==> config.mk <==
export PLATFORM = sky130hd
export DESIGN_NAME = ra_stack
export DESIGN_NICKNAME = d
export VERILOG_FILES = /design/src/rtl/cpu_pkg.sv /design/src/rtl/ra_stack.sv
export SDC_FILE = /design/constraint.sdc
export NUM_CORES = 1
export LEC_CHECK = 0
export CAP_MARGIN = 25
export CORE_MARGIN = 2
export CORE_UTILIZATION = 30
export DETAILED_ROUTE_END_ITERATION = 6
export HOLD_SLACK_MARGIN = 0.06
export PLACE_DENSITY = 0.56
export SYNTH_ARGS = -nofsm -noshare
export SYNTH_HDL_FRONTEND = slang
export SYNTH_SLANG_ARGS = --single-unit
export TNS_END_PERCENT = 50
==> constraint.sdc <==
create_clock -name clk -period 2.9 [get_ports clk]
set_input_delay 0.435 -clock clk [delete_from_list [all_inputs] [get_ports clk]]
set_output_delay 0.435 -clock clk [all_outputs]
set_load 0.02 [all_outputs]
==> src/rtl/cpu_pkg.sv <==
// ============================================================================
// cpu_pkg : shared widths and next-PC source select codes for the CPU core
// Rev 1.0 : initial release
// ============================================================================
`default_nettype none

package cpu_pkg;

    localparam int WORD_W           = 16;
    localparam int RA_DEPTH_DEFAULT = 8;

    // Next-PC source mux select values
    localparam logic [1:0] PCSRC_IMM = 2'd0;
    localparam logic [1:0] PCSRC_RA  = 2'd1;
    localparam logic [1:0] PCSRC_ALU = 2'd2;

endpackage : cpu_pkg

`default_nettype wire

==> src/rtl/ra_stack.sv <==
// ============================================================================
// ra_stack : circular return-address stack with sticky overflow/underflow
// Rev 1.0 : initial release
// ============================================================================
`default_nettype none

module ra_stack
    import cpu_pkg::*;
#(
    parameter  int DEPTH = RA_DEPTH_DEFAULT,
    localparam int AW    = $clog2(DEPTH)
) (
    input  logic              clk,
    input  logic              reset,
    input  logic              push,
    input  logic              pop,
    input  logic [WORD_W-1:0] push_data,
    input  logic              clear_err,
    output logic [WORD_W-1:0] ra_out,
    output logic [AW:0]       count,
    output logic              empty,
    output logic              full,
    output logic              overflow,
    output logic              underflow
);

    localparam logic [AW:0] CNT_FULL = (AW + 1)'(DEPTH);

    logic [WORD_W-1:0] mem [DEPTH];
    logic [AW-1:0]     sp;
    logic [WORD_W-1:0] top_q;

    logic [AW-1:0] sp_m1;
    logic [AW-1:0] sp_m2;
    logic          is_replace;
    logic          is_push;
    logic          is_pop;
    logic          is_under;
    logic          is_over;

    assign empty = (count == '0);
    assign full  = (count == CNT_FULL);

    assign sp_m1 = sp - AW'(1);
    assign sp_m2 = sp - AW'(2);

    // Push+pop on an empty stack degrades to a plain push
    assign is_replace = push & pop & ~empty;
    assign is_push    = push & ~is_replace;
    assign is_pop     = pop & ~push & ~empty;
    assign is_under   = pop & ~push & empty;
    assign is_over    = is_push & full;

    assign ra_out = top_q;

    // Storage is left unreset; only the pointers define validity
    always_ff @(posedge clk) begin
        if (is_push) begin
            mem[sp] <= push_data;
        end else if (is_replace) begin
            mem[sp_m1] <= push_data;
        end
    end

    always_ff @(posedge clk or posedge reset) begin
        if (reset) begin
            sp        <= '0;
            count     <= '0;
            top_q     <= '0;
            overflow  <= 1'b0;
            underflow <= 1'b0;
        end else begin
            if (is_push) begin
                sp    <= sp + AW'(1);
                top_q <= push_data;
                if (!full) begin
                    count <= count + 1'b1;
                end
            end else if (is_replace) begin
                top_q <= push_data;
            end else if (is_pop) begin
                sp    <= sp_m1;
                count <= count - 1'b1;
                // Look two slots back so the new top is ready next cycle
                top_q <= (count > (AW + 1)'(1)) ? mem[sp_m2] : '0;
            end

            overflow  <= is_over  | (overflow  & ~clear_err);
            underflow <= is_under | (underflow & ~clear_err);
        end
    end

endmodule : ra_stack

`default_nettype wire

# After elaboration in Yosys (flattened, before gate mapping)
# Memories as Yosys holds them, arrays and structs flattened.
# Index checks and enable logic that the tools add are counted.
word_totals:
  regBits: 25
  latchBits: 0
  mem_bits_rw: 128
  rom_bits: 0
  wordCells: 55
  mem_count: 1
classes:
  addsub: 5
  multipliers: 0
  div_mod_pow: 0
  n_lt_le_gt_ge: 1
  n_eq_ne: 3
  n_shift: 0
  muxes: 19
  bitwise_logic: 15
  n_reduce_logical: 6
mem_list:
  columns: ["memory", "depth", "width", "read_ports", "rd_clocked_by_memory_dff", "write_ports", "line", "text"]
  rows:
  - ["mem", 8, 16, 1, 0, 1, "ra_stack.sv:29", "logic [WORD_W-1:0] mem [DEPTH];"]
ops:
  columns: ["op", "count"]
  rows:
  - ["$mux W16", 5]
  - ["$mux W4", 4]
  - ["$reduce_or A16 Y1", 1]
  - ["$mux W3", 4]
  - ["$and A1 B1 Y1", 9]
  - ["$mux W1", 6]
  - ["$add A4 B1 Y4 const B", 1]
  - ["$eq A4 B4 Y1 const B", 1]
  - ["$gt A4 B1 Y1 const B", 1]
  - ["$logic_not A4 Y1", 1]
  - ["$not A1 Y1", 4]
  - ["$sub A4 B1 Y4 const B", 1]
  - ["$add A3 B1 Y3 const B", 1]
  - ["$reduce_and A3 Y1", 1]
  - ["$reduce_bool A3 Y1", 1]
  - ["$sub A3 B1 Y3 const B", 1]
  - ["$sub A3 B2 Y3 const B", 1]
  - ["$ne A2 B1 Y1 const B", 1]
  - ["$ne A2 B2 Y1 const B", 1]
  - ["$or A1 B1 Y1", 2]
  - ["$reduce_and A2 Y1", 1]
  - ["$reduce_bool A2 Y1", 1]

# Depth between registers and ports, before layout
# Gate-level depths: netlist of run 1.
depth:
  ltp_word: 9
  depth_mapped: 9

# Least setup slack after synthesis of run 1
# OpenSTA, ideal clock, no wires.
synth_path:
  path_type: "reg2reg"
  from: "register sp[0]"
  to: "memory mem[7][0], enable pin"
  setup_time_ns: 0.394
  t_arrival_ns: 2.816
  required_time_ns: 2.506
  setup_slack_ns: -0.310
  path_stages_with_launch: 9
  path_buffers: 4
  period_less_slack_ns: 3.210
  cell_sequence: "dfrtp_1 buf_2 buf_6 inv_2 buf_2 ha_1 clkbuf_1 or4_1 a21oi_1"
synth_between:
  elab_chain_len: 2
synth_rtl:
  columns: ["item", "line", "text"]
  rows:
  - ["from (decl)", "ra_stack.sv:30", "logic [AW-1:0] sp;"]
  - ["from (signal assigned)", "ra_stack.sv:74", "sp <= sp + AW'(1);"]
  - ["from (signal assigned)", "ra_stack.sv:82", "sp <= sp_m1;"]
  - ["$sub A3 B1 Y3", "ra_stack.sv:44", "assign sp_m1 = sp - AW'(1);"]
  - ["$mux W3 (no line) *", null, null]
  - ["to (decl)", "ra_stack.sv:29", null]
# Every way passes the cells marked *; elsewhere a longest branch is shown, timed or not.

# Worst setup path after layout of run 1
layout_path:
  from: "register count[0]"
  to: "output port empty"
layout_between:
  elab_chain_len: 1
layout_rtl:
  columns: ["item", "line", "text"]
  rows:
  - ["from (decl)", "ra_stack.sv:20", "output logic [AW:0] count,"]
  - ["from (signal assigned)", "ra_stack.sv:77", "count <= count + 1'b1;"]
  - ["from (signal assigned)", "ra_stack.sv:83", "count <= count - 1'b1;"]
  - ["$logic_not A4 Y1", "ra_stack.sv:41", "assign empty = (count == '0);"]
  - ["to (decl)", "ra_stack.sv:21", "output logic empty,"]
# No other way between the ends.

==> results of run 1 <==
## cell usage after synthesis, drive strengths merged (2+ instances only)
cell type / instances
a21oi: 7
a221o: 6
a31oi: 2
a32o: 2
and2: 2
and3: 2
buf: 16
clkbuf: 8
dfrtp: 25
edfxtp: 128
ha: 6
inv: 9
mux2: 3
mux2i: 21
mux4: 25
nand2: 34
nand3: 7
nand4: 4
nor2: 16
nor4: 2
o21ai: 7
o221ai: 15
or4: 2
xnor2: 5
xor2: 4
## metrics by stage
stage	setup WS, ns	hold slack [ns]	setup TNS, ns
6_report	0.263	0.404	0
5_1_grt	0.138	0.431	0
4_1_cts	0.233	0.408	0
3_5_place_dp	0.435	0.485	0
3_3_place_gp	0.467	0.482	0
2_1_floorplan	-0.287	0.462	-4.59
## worst reg2reg max path, delay by kind of cell, from the launching register on
kind,cells,cell delay [ns]
AOI/OAI and AO/OA,2,0.47
and+or+nand+nor,2,0.29
DFF,1,0.43
buffers and inverters,3,0.66
adders and majority gates,1,0.23
## registers in the layout, summed over array words and instances, names as in the netlist
name,cells
ra_out,16
underflow,1
count,4
overflow,1
mem,128
sp,3
## kinds of logic after synthesis
family                     share of synthesized area, %
DFF                                                70.0
and+or+nand+nor                                    5.78
muxes                                              12.6
AOI/OAI and AO/OA                                  6.59
buffers and inverters                              2.55
xor gates and xnor gates                           1.23
adders and majority gates                          1.18
## layout by cell type (no fill, tap or decap), types with 6 or more instances in the layout
master,instances
ha_1,6
o221ai_2,6
buf_4,28
mux4_2,25
inv_1,7
clkdlybuf4s50_1,43
clkbuf_16,17
nand3_1,7
o221ai_1,9
edfxtp_1,128
nand2_1,34
a21oi_2,6
nor2_1,14
mux2i_1,21
dfrtp_1,25
a221o_1,6
## report_power, final
part	leakage, nW	total [mW]	switching (mW)	internal [mW]
sequential	1.47	3.09	0.231	2.86
clock	0.310	2.39	0.865	1.53
combinational	0.973	2.54	1.42	1.13
## area by class of cell
cell class / instances / area share [%]
clock buffers: 17 / 5.38
clock inverters: 15 / 2.82
inverters: 9 / 0.427
multi-input cells: 183 / 22.4
flip-flops and latches: 153 / 56.5
well taps: 275 / 4.35
repair buffers: 72 / 8.16
## per-layer routing
metal / up-vias / global-route usage, % / part of all wire (%)
li1: 1587 / - / -
met1: 1810 / 17.6 / 46
met2: 78 / 20.5 / 48
met3: 17 / 3.60 / 4.4
met4: 0 / 5.14 / 1.7
met5: - / 0 / 0
## path summary, 6_finish.rpt
| check | end | startpoint | cells after the start | slack [ns] |
|---|---|---|---|---|
| max reg2reg | mem[2][10] | count[0] | 8 | 0.51 |
| min in group clk | ra_out[13] | push | 3 | 0.49 |
| max | empty | count[0] | 4 | 0.26 |
| max in group asynchronous | ra_out[15] | reset | 3 | 2.19 |
| min | ra_out[14] | reset | 3 | 0.40 |
| min reg2reg | overflow | overflow | 1 | 0.49 |
==> out/metrics.yaml, run 1 <==
setup_path:
  slowest_delay_ns: 0.66
  endpoint_kind: "output pin"
  cp_cell_sequence: "inv_1 > ha_1 > nor3b_4 > clkdlybuf4s50_1"
  critPathKind: "reg -> out"
  path_max_fanout: 6
  critPathTopFamily: "buffers and inverters"
  worstPathRequired_ns: 2.47
  worst-endpoint-arrival_ns: 2.20
  critPathLaunchType: "register"
  crit_buf_inv: 2
  slowest_stage: "clkdlybuf4s50_1"
cells_and_area:
  multi_input_area_um2: 1770
  drive_gt1_share_pct: 24.7
  fin_util_pct: 37.7
  syn2layout_area_growth_pct: 23.9
  fin_nets: 463
  n_fill_cell: 1957
  fin_cells: 724
  final_cell_area_um2: 7910
  seq_area_um2: 4470
  antenna_cells: 0
sta:
  finalSetupViolCount: 0
  rsz0062_at_grt: "false"
  slew_violations: 0
  hold_viol_final: 0
  tightest_slew_ns: 0.906
  clock_skew_ns: 0.00731
  min_period_over_period_pct: 90.9
  clock.fmax_mhz: 379
  fin_crit_ns: 2.64
  maxSlewHeadroom_pct: 39.5
synthesis:
  yosys-top-cells-area: "edfxtp_1, dfrtp_1, mux4_2"
  synth_seq_area_share_pct: 70.0
  synth-edff-count: 128
  syn_inst: 369
  synth.ff_latch_count: 153
  synth_async_sr_flop_share_pct: 16.3
  synth_top_cell_area_share_pct: 60.2
  ys.flop_type: "edfxtp_1"
  ys_types: 46
  yosysWarnings: 0
  synth_top_area_cell: "edfxtp_1"
  synth.net_count: 396
  synth.avg_cell_area_um2: 17.3
  synth_area_um2: 6380
drt:
  via_per_inst: 4.82
  detail-route-antenna-nets: 0
  routed_wl_mm: 14.2
  first_iter_violations: 298
  num_vias: 3492
  drcViolationCount: 0
  routedWlPerCell_um: 19.6
  dr.pass1.iters: 7
floorplanning:
  die_area_um2: 22500
  die_h_um: 150
  core-area_um2: 21000
  fp.dieW_um: 150
  rows: 53
  initial_core_util_pct: 30.5
  ios: 45
place:
  dp_hpwl_mm: 9.05
  gp_congestion: 0.736
  dp.cells: 692
  numPortBuffers: 44
  post_dp_cell_area_um2: 7260
pwr:
  leakage_nw: 2.75
  total_power_mw: 8.03
  power_per_cell_area_nw_per_um2: 1010
  ir_drop_mv: 0.402
cts:
  cts_sinks: 153
  cts_tree: "yes"
  cts_htree_levels: 4
  clk_latency_ns: 0.42
  clk_path_buf_depth: 2
  cts-resized-gates: 0
  cts_root_buf: "clkbuf_16"
  cts_made_buffers: 17
  clkTransAtPathRegs_ns: 0.06
  post-cts-setup-buffers: 0
  cts_hold_buf: 0
global_route:
  antenna_found_initial: 0
  grt_usage_pct: 13.2
  grt_max_degree: 30
  grt_pass1_vias: 3696
  grt_overflow: 0
  grt_pass1_wl_mm: 21.7
run:
  cap_violations: 0
min_path:
  hold_class: "in -> async"
status:
  status: "complete, no violations"
Power figures use the tool's default switching activity.
==> run 2, diff against run 1 <==
--- a/config.mk
+++ b/config.mk
@@ -6,11 +6,12 @@
 export NUM_CORES = 1
 export LEC_CHECK = 0
 export CAP_MARGIN = 25
-export CORE_MARGIN = 2
+export CORE_MARGIN = 4
 export CORE_UTILIZATION = 30
 export DETAILED_ROUTE_END_ITERATION = 6
 export HOLD_SLACK_MARGIN = 0.06
 export PLACE_DENSITY = 0.56
+export SKIP_LAST_GASP = 1
 export SYNTH_ARGS = -nofsm -noshare
 export SYNTH_HDL_FRONTEND = slang
 export SYNTH_SLANG_ARGS = --single-unit
==> out/metrics.yaml, run 2 (synthesized netlist as in run 1, its figures left out) <==
global_route:
  busiest_layer: "met2"
  grt_overflow: 0  # unchanged
  use_met2_pct: 18.6  # -1.9 points
  antenna_found_initial: 0  # unchanged
  grt_use_met3_pct: 3.60  # +0.0050 points
  grt_usage_pct: 12.0  # -1.2 points
  grt_pass1_wl_mm: 21.4  # -1.4%
  gr-usage-met1_pct: 16.5  # -1.1 points
  grt_max_degree: 41  # +37%
  grt_pass1_vias: 3604  # -2.5%
floorplanning:
  core-area_um2: 21000  # unchanged
  rows: 53  # unchanged
  die_h_um: 154  # +2.7%
  ios: 45  # unchanged
  die_area_um2: 23700  # +5.4%
  fp.dieW_um: 154  # +2.7%
  initial_core_util_pct: 30.5  # unchanged
cells_and_area:
  largest_reg_flops: 128  # unchanged
  syn2layout_area_growth_pct: 23.1
  final_cell_mix: "edfxtp_1, clkdlybuf4s50_1, nand2_1, buf_4"
  layout_commonest_cell: "edfxtp_1"
  multi_input_area_um2: 1770  # unchanged
  seq_area_um2: 4470  # unchanged
  fin_nets: 462  # -0.22%
  fin_util_pct: 37.5  # -0.26 points
  n_fill_cell: 1982  # +1.3%
  final_cell_area_um2: 7860  # -0.70%
  regMostFlops: "mem"
  drive_gt1_share_pct: 24.3  # -0.39 points
  antenna_cells: 0  # unchanged
cts:
  cts_htree_levels: 4  # unchanged
  clk_latency_ns: 0.42  # about the same
  cts-resized-gates: 0  # unchanged
  cts_sinks: 153  # unchanged
  cts_made_buffers: 17  # unchanged
  cts_root_buf: "clkbuf_16"
  clk_path_buf_depth: 2  # unchanged
  clkTransAtPathRegs_ns: 0.06  # about the same
  cts_tree: "yes"
  post-cts-setup-buffers: 0  # unchanged
  cts_hold_buf: 0  # unchanged
sta:
  min_period_over_period_pct: 90.8  # -0.17 points
  tightest_slew_ns: 1.01  # +0.108 ns
  fin_crit_ns: 2.63  # -0.00488 ns
  hold_viol_final: 0  # unchanged
  slew_violations: 0  # unchanged
  finalSetupViolCount: 0  # unchanged
  maxSlewHeadroom_pct: 32.3  # -7.2 points
  clock_skew_ns: 0.00450  # -0.00281 ns
  worst_hold_slack_ns: 0.401  # -0.00276 ns
  clock.fmax_mhz: 380  # +0.19%
  rsz0062_at_grt: "false"
  timing.setup.tns_ns: 0  # unchanged
place:
  post_dp_cell_area_um2: 7250  # -0.10%
  numPortBuffers: 44  # unchanged
  gp_congestion: 0.741  # +0.71%
  dp_hpwl_mm: 8.71  # -3.7%
setup_path:
  critPathKind: "reg -> out"
  path_max_fanout: 6  # unchanged
  endpoint_kind: "output pin"
  worstPathRequired_ns: 2.47  # about the same
  rrSetupSlack_ns: 0.54  # +0.03 ns
  worst-endpoint-arrival_ns: 2.20  # about the same
  critPathLaunchType: "register"
drt:
  via_per_inst: 4.78  # -0.92%
  num_vias: 3455  # -1.1%
  dr.pass1.iters: 5  # -2
  drcViolationCount: 0  # unchanged
  detail-route-antenna-nets: 0  # unchanged
  routed_wl_mm: 13.7  # -3.5%
  first_iter_violations: 265  # -11%
  routedWlPerCell_um: 18.9  # -3.3%
run:
  cap_violations: 0  # unchanged
pwr:
  ir_drop_mv: 0.386  # -4.0%
  leakage_nw: 2.72  # -0.98%
  power_per_cell_area_nw_per_um2: 996  # -1.9%
  total_power_mw: 7.82  # -2.6%
min_path:
  hold_class: "in -> async"
status:
  status: "complete, no violations"
run 2: cell types whose count changed in the layout (fill, tap and decap cells not counted):
cell | previous run | this run
bufinv_16 | 5 | 3
buf_4 | 28 | 27
clkbuf_2 | 1 | 0
buf_2 | 0 | 1
inv_6 | 2 | 3
clkbuf_1 | 0 | 1
run 2: metrics by stage:
| stage | std cells | setup slack, ns |
|---|---|---|
| after floorplan | 369 | -0.287 |
| after global placement | 691 | 0.526 |
| after detailed placement | 691 | 0.483 |
| after CTS | 723 | 0.222 |
| after global routing | 723 | 0.139 |
| final | 723 | 0.268 |
run 2: worst max-delay path, cell delays in order, from the launching register on:
cell,delay [ns]
dfrtp_1,0.44
inv_1,0.13
ha_1,0.23
nor3b_4,0.31
clkdlybuf4s50_1,0.66
run 2: worst paths after layout:
kind | start | end | depth (start not counted)
max | count[0] | empty | 4
min | reset | ra_out[14] | 3
max reg2reg | count[0] | mem[4][5] | 8
min reg2reg | overflow | overflow | 1
max in group asynchronous | reset | ra_out[2] | 3
min in group clk | overflow | overflow | 1
run 2: power breakdown:
group | switching [mW] | internal, mW
registers | 0.201 | 2.86
logic | 1.41 | 1.12
clock network | 0.871 | 1.36
total | 2.48 | 5.34
run 2: area by class of cell:
| class | count | share of cell area (%) |
|---|---|---|
| tap | 275 | 4.38 |
| clock buffer | 18 | 5.46 |
| sequential | 153 | 56.9 |
| inverter | 9 | 0.430 |
| multi-input combinational | 183 | 22.5 |
| timing repair buffer | 71 | 8.12 |
| clock inverter | 14 | 2.18 |
run 2: layer usage:
metal  routed length (um)  share of wire, %
met1                 6170                45
met2                 6550                48
met3                  808               5.9
met4                  165               1.2
met5                    0                 0
==> run 3, diff against run 2 <==
--- a/config.mk
+++ b/config.mk
@@ -9,8 +9,10 @@
 export CORE_MARGIN = 4
 export CORE_UTILIZATION = 30
 export DETAILED_ROUTE_END_ITERATION = 6
+export GPL_ROUTABILITY_DRIVEN = 1
 export HOLD_SLACK_MARGIN = 0.06
 export PLACE_DENSITY = 0.56
+export REMOVE_ABC_BUFFERS = 1
 export SKIP_LAST_GASP = 1
 export SYNTH_ARGS = -nofsm -noshare
 export SYNTH_HDL_FRONTEND = slang
==> out/metrics.yaml, run 3 (synthesized netlist as in run 1, its figures left out) <==
status:
  status: "complete, no violations"
sta:
  rsz0062_at_grt: "false"
  clock_skew_ns: 0.00766  # +0.00316 ns
  fin_crit_ns: 2.66  # +0.0300 ns
  min_period_over_period_pct: 91.8  # +1.0 points
  hold_viol_final: 0  # unchanged
  maxSlewHeadroom_pct: 38.2  # +5.9 points
  clock.fmax_mhz: 376  # -1.1%
  tightest_slew_ns: 0.926  # -0.0876 ns
  finalSetupViolCount: 0  # unchanged
  slew_violations: 0  # unchanged
pwr:
  total_power_mw: 7.71  # -1.4%
  p_switching_mw: 2.54  # +2.5%
  clkPwrFrac_pct: 27.3  # -1.2 points
  seqPwrFrac_pct: 39.7  # +0.5 points
  leakage_nw: 2.71  # -0.45%
  ir_drop_mv: 0.452  # +17%
  combPwrFrac_pct: 33.0  # +0.6 points
  power_per_cell_area_nw_per_um2: 987  # -0.84%
  p_int_mw: 5.18  # -3.2%
  switching_share_pct: 32.9  # +1.2 points
global_route:
  grt_pass1_vias: 3505  # -2.7%
  grt_usage_pct: 12.2  # +0.19 points
  grt_max_degree: 33  # -20%
  antenna_found_initial: 0  # unchanged
  grt_pass1_wl_mm: 21.6  # +0.97%
  grt_overflow: 0  # unchanged
cells_and_area:
  regMostFlops: "mem"
  largest_reg_flops: 128  # unchanged
  final_cell_mix: "edfxtp_1, clkdlybuf4s50_1, nand2_1, buf_4"
  final_cell_area_um2: 7810  # -0.54%
  fin_nets: 461  # -0.22%
  syn2layout_area_growth_pct: 22.4
  antenna_cells: 0  # unchanged
  fin_cells: 722  # -0.14%
  layout_commonest_cell: "edfxtp_1"
  drive_gt1_share_pct: 24.2  # -0.17 points
  fin_util_pct: 37.3  # -0.20 points
  n_fill_cell: 1979  # -0.15%
drt:
  num_vias: 3501  # +1.3%
  detail-route-antenna-nets: 0  # unchanged
  dr.pass1.iters: 4  # -1
  via_per_inst: 4.85  # +1.5%
  routedWlPerCell_um: 19.3  # +2.1%
  first_iter_violations: 284  # +7.2%
  drcViolationCount: 0  # unchanged
  routed_wl_mm: 14.0  # +2.0%
cts:
  clkTransAtPathRegs_ns: 0.06  # about the same
  cts_sinks: 153  # unchanged
  cts_root_buf: "clkbuf_16"
  cts_tree: "yes"
  clk_latency_ns: 0.42  # about the same
  clk_path_buf_depth: 2  # unchanged
  cts_hold_buf: 0  # unchanged
  post-cts-setup-buffers: 0  # unchanged
  cts_htree_levels: 4  # unchanged
  cts_made_buffers: 17  # unchanged
  cts-resized-gates: 0  # unchanged
place:
  numPortBuffers: 44  # unchanged
  dp_hpwl_mm: 8.74  # +0.36%
  dp.cells: 690  # -0.14%
  post_dp_cell_area_um2: 7250  # -0.10%
  gp_congestion: 0.760  # +2.5%
setup_path:
  worst-endpoint-arrival_ns: 2.23  # +0.03 ns
  critPathLaunchType: "register"
  worstPathRequired_ns: 2.47  # about the same
  crit_path_start: "count[0]"
  critPathKind: "reg -> out"
  timing.rr.start: "count[0]"
  endpoint_kind: "output pin"
  path_max_fanout: 6  # unchanged
floorplanning:
  initial_core_util_pct: 30.5  # unchanged
  die_h_um: 154  # unchanged
  ios: 45  # unchanged
  die_area_um2: 23700  # unchanged
  core-area_um2: 21000  # unchanged
  fp.dieW_um: 154  # unchanged
  rows: 53  # unchanged
min_path:
  hold_class: "in -> async"
run:
  cap_violations: 0  # unchanged
[run 3: changes by cell type in the layout (fill, tap and decap cells not counted)]
| cell | change |
|---|---|
| inv_8 | +2 |
| clkinv_4 | +1 |
| clkinvlp_4 | -2 |
| bufinv_16 | -2 |
| clkbuf_1 | -1 |
| buf_4 | -1 |
| inv_6 | +1 |
| clkinv_1 | +1 |
[run 3: through the flow]
step | hold slack, ns | setup WS, ns | setup TNS (ns)
5_1_grt | 0.427 | 0.117 | 0
3_3_place_gp | 0.473 | 0.411 | 0
3_5_place_dp | 0.487 | 0.380 | 0
4_1_cts | 0.393 | 0.206 | 0
2_1_floorplan | 0.462 | -0.832 | -73.28
6_report | 0.392 | 0.238 | 0
[run 3: final cells by class]
class / count / area, um2 / area share (%)
clock buffer: 17 / 425 / 5.45
multi-input combinational: 183 / 1770 / 22.6
inverter: 9 / 33.8 / 0.432
tap: 275 / 344 / 4.40
timing repair buffer: 70 / 631 / 8.07
clock inverter: 15 / 140 / 1.79
sequential: 153 / 4470 / 57.2
[run 3: power by group through the flow]
stage	Sequential (mW)	Combinational, mW	Clock [mW]
final	3.07	2.54	2.11
after global placement	3.10	2.55	0
after floorplan	3.36	1.34	0
after detailed placement	3.11	2.57	0
after global routing	3.11	2.74	2.27
after CTS	3.07	2.58	2.16
[run 3: final timing paths]
check / endpoint / slack, ns / cells after the start
hold reg to reg: overflow / 0.49 / 1
min in group clk: ra_out[8] / 0.46 / 2
max in group asynchronous: ra_out[1] / 2.22 / 3
setup reg to reg: mem[4][1] / 0.42 / 8
hold / removal: ra_out[8] / 0.39 / 3
setup / recovery: empty / 0.24 / 4
[run 3: critical path, cell delays in order, from the launching register on]
cell	delay (ns)
dfrtp_1	0.45
inv_1	0.14
ha_1	0.23
nor3b_4	0.32
clkdlybuf4s50_1	0.67
[run 3: layer usage]
| metal | up-vias | GRT usage (%) | share of wire, % |
|---|---|---|---|
| met1 | 1799 | 17.3 | 46 |
| met3 | 18 | 3.63 | 5.8 |
| met4 | 0 | 4.08 | 1.4 |
| met5 | - | 0 | 0 |
| met2 | 93 | 18.1 | 47 |
| li1 | 1591 | - | - |
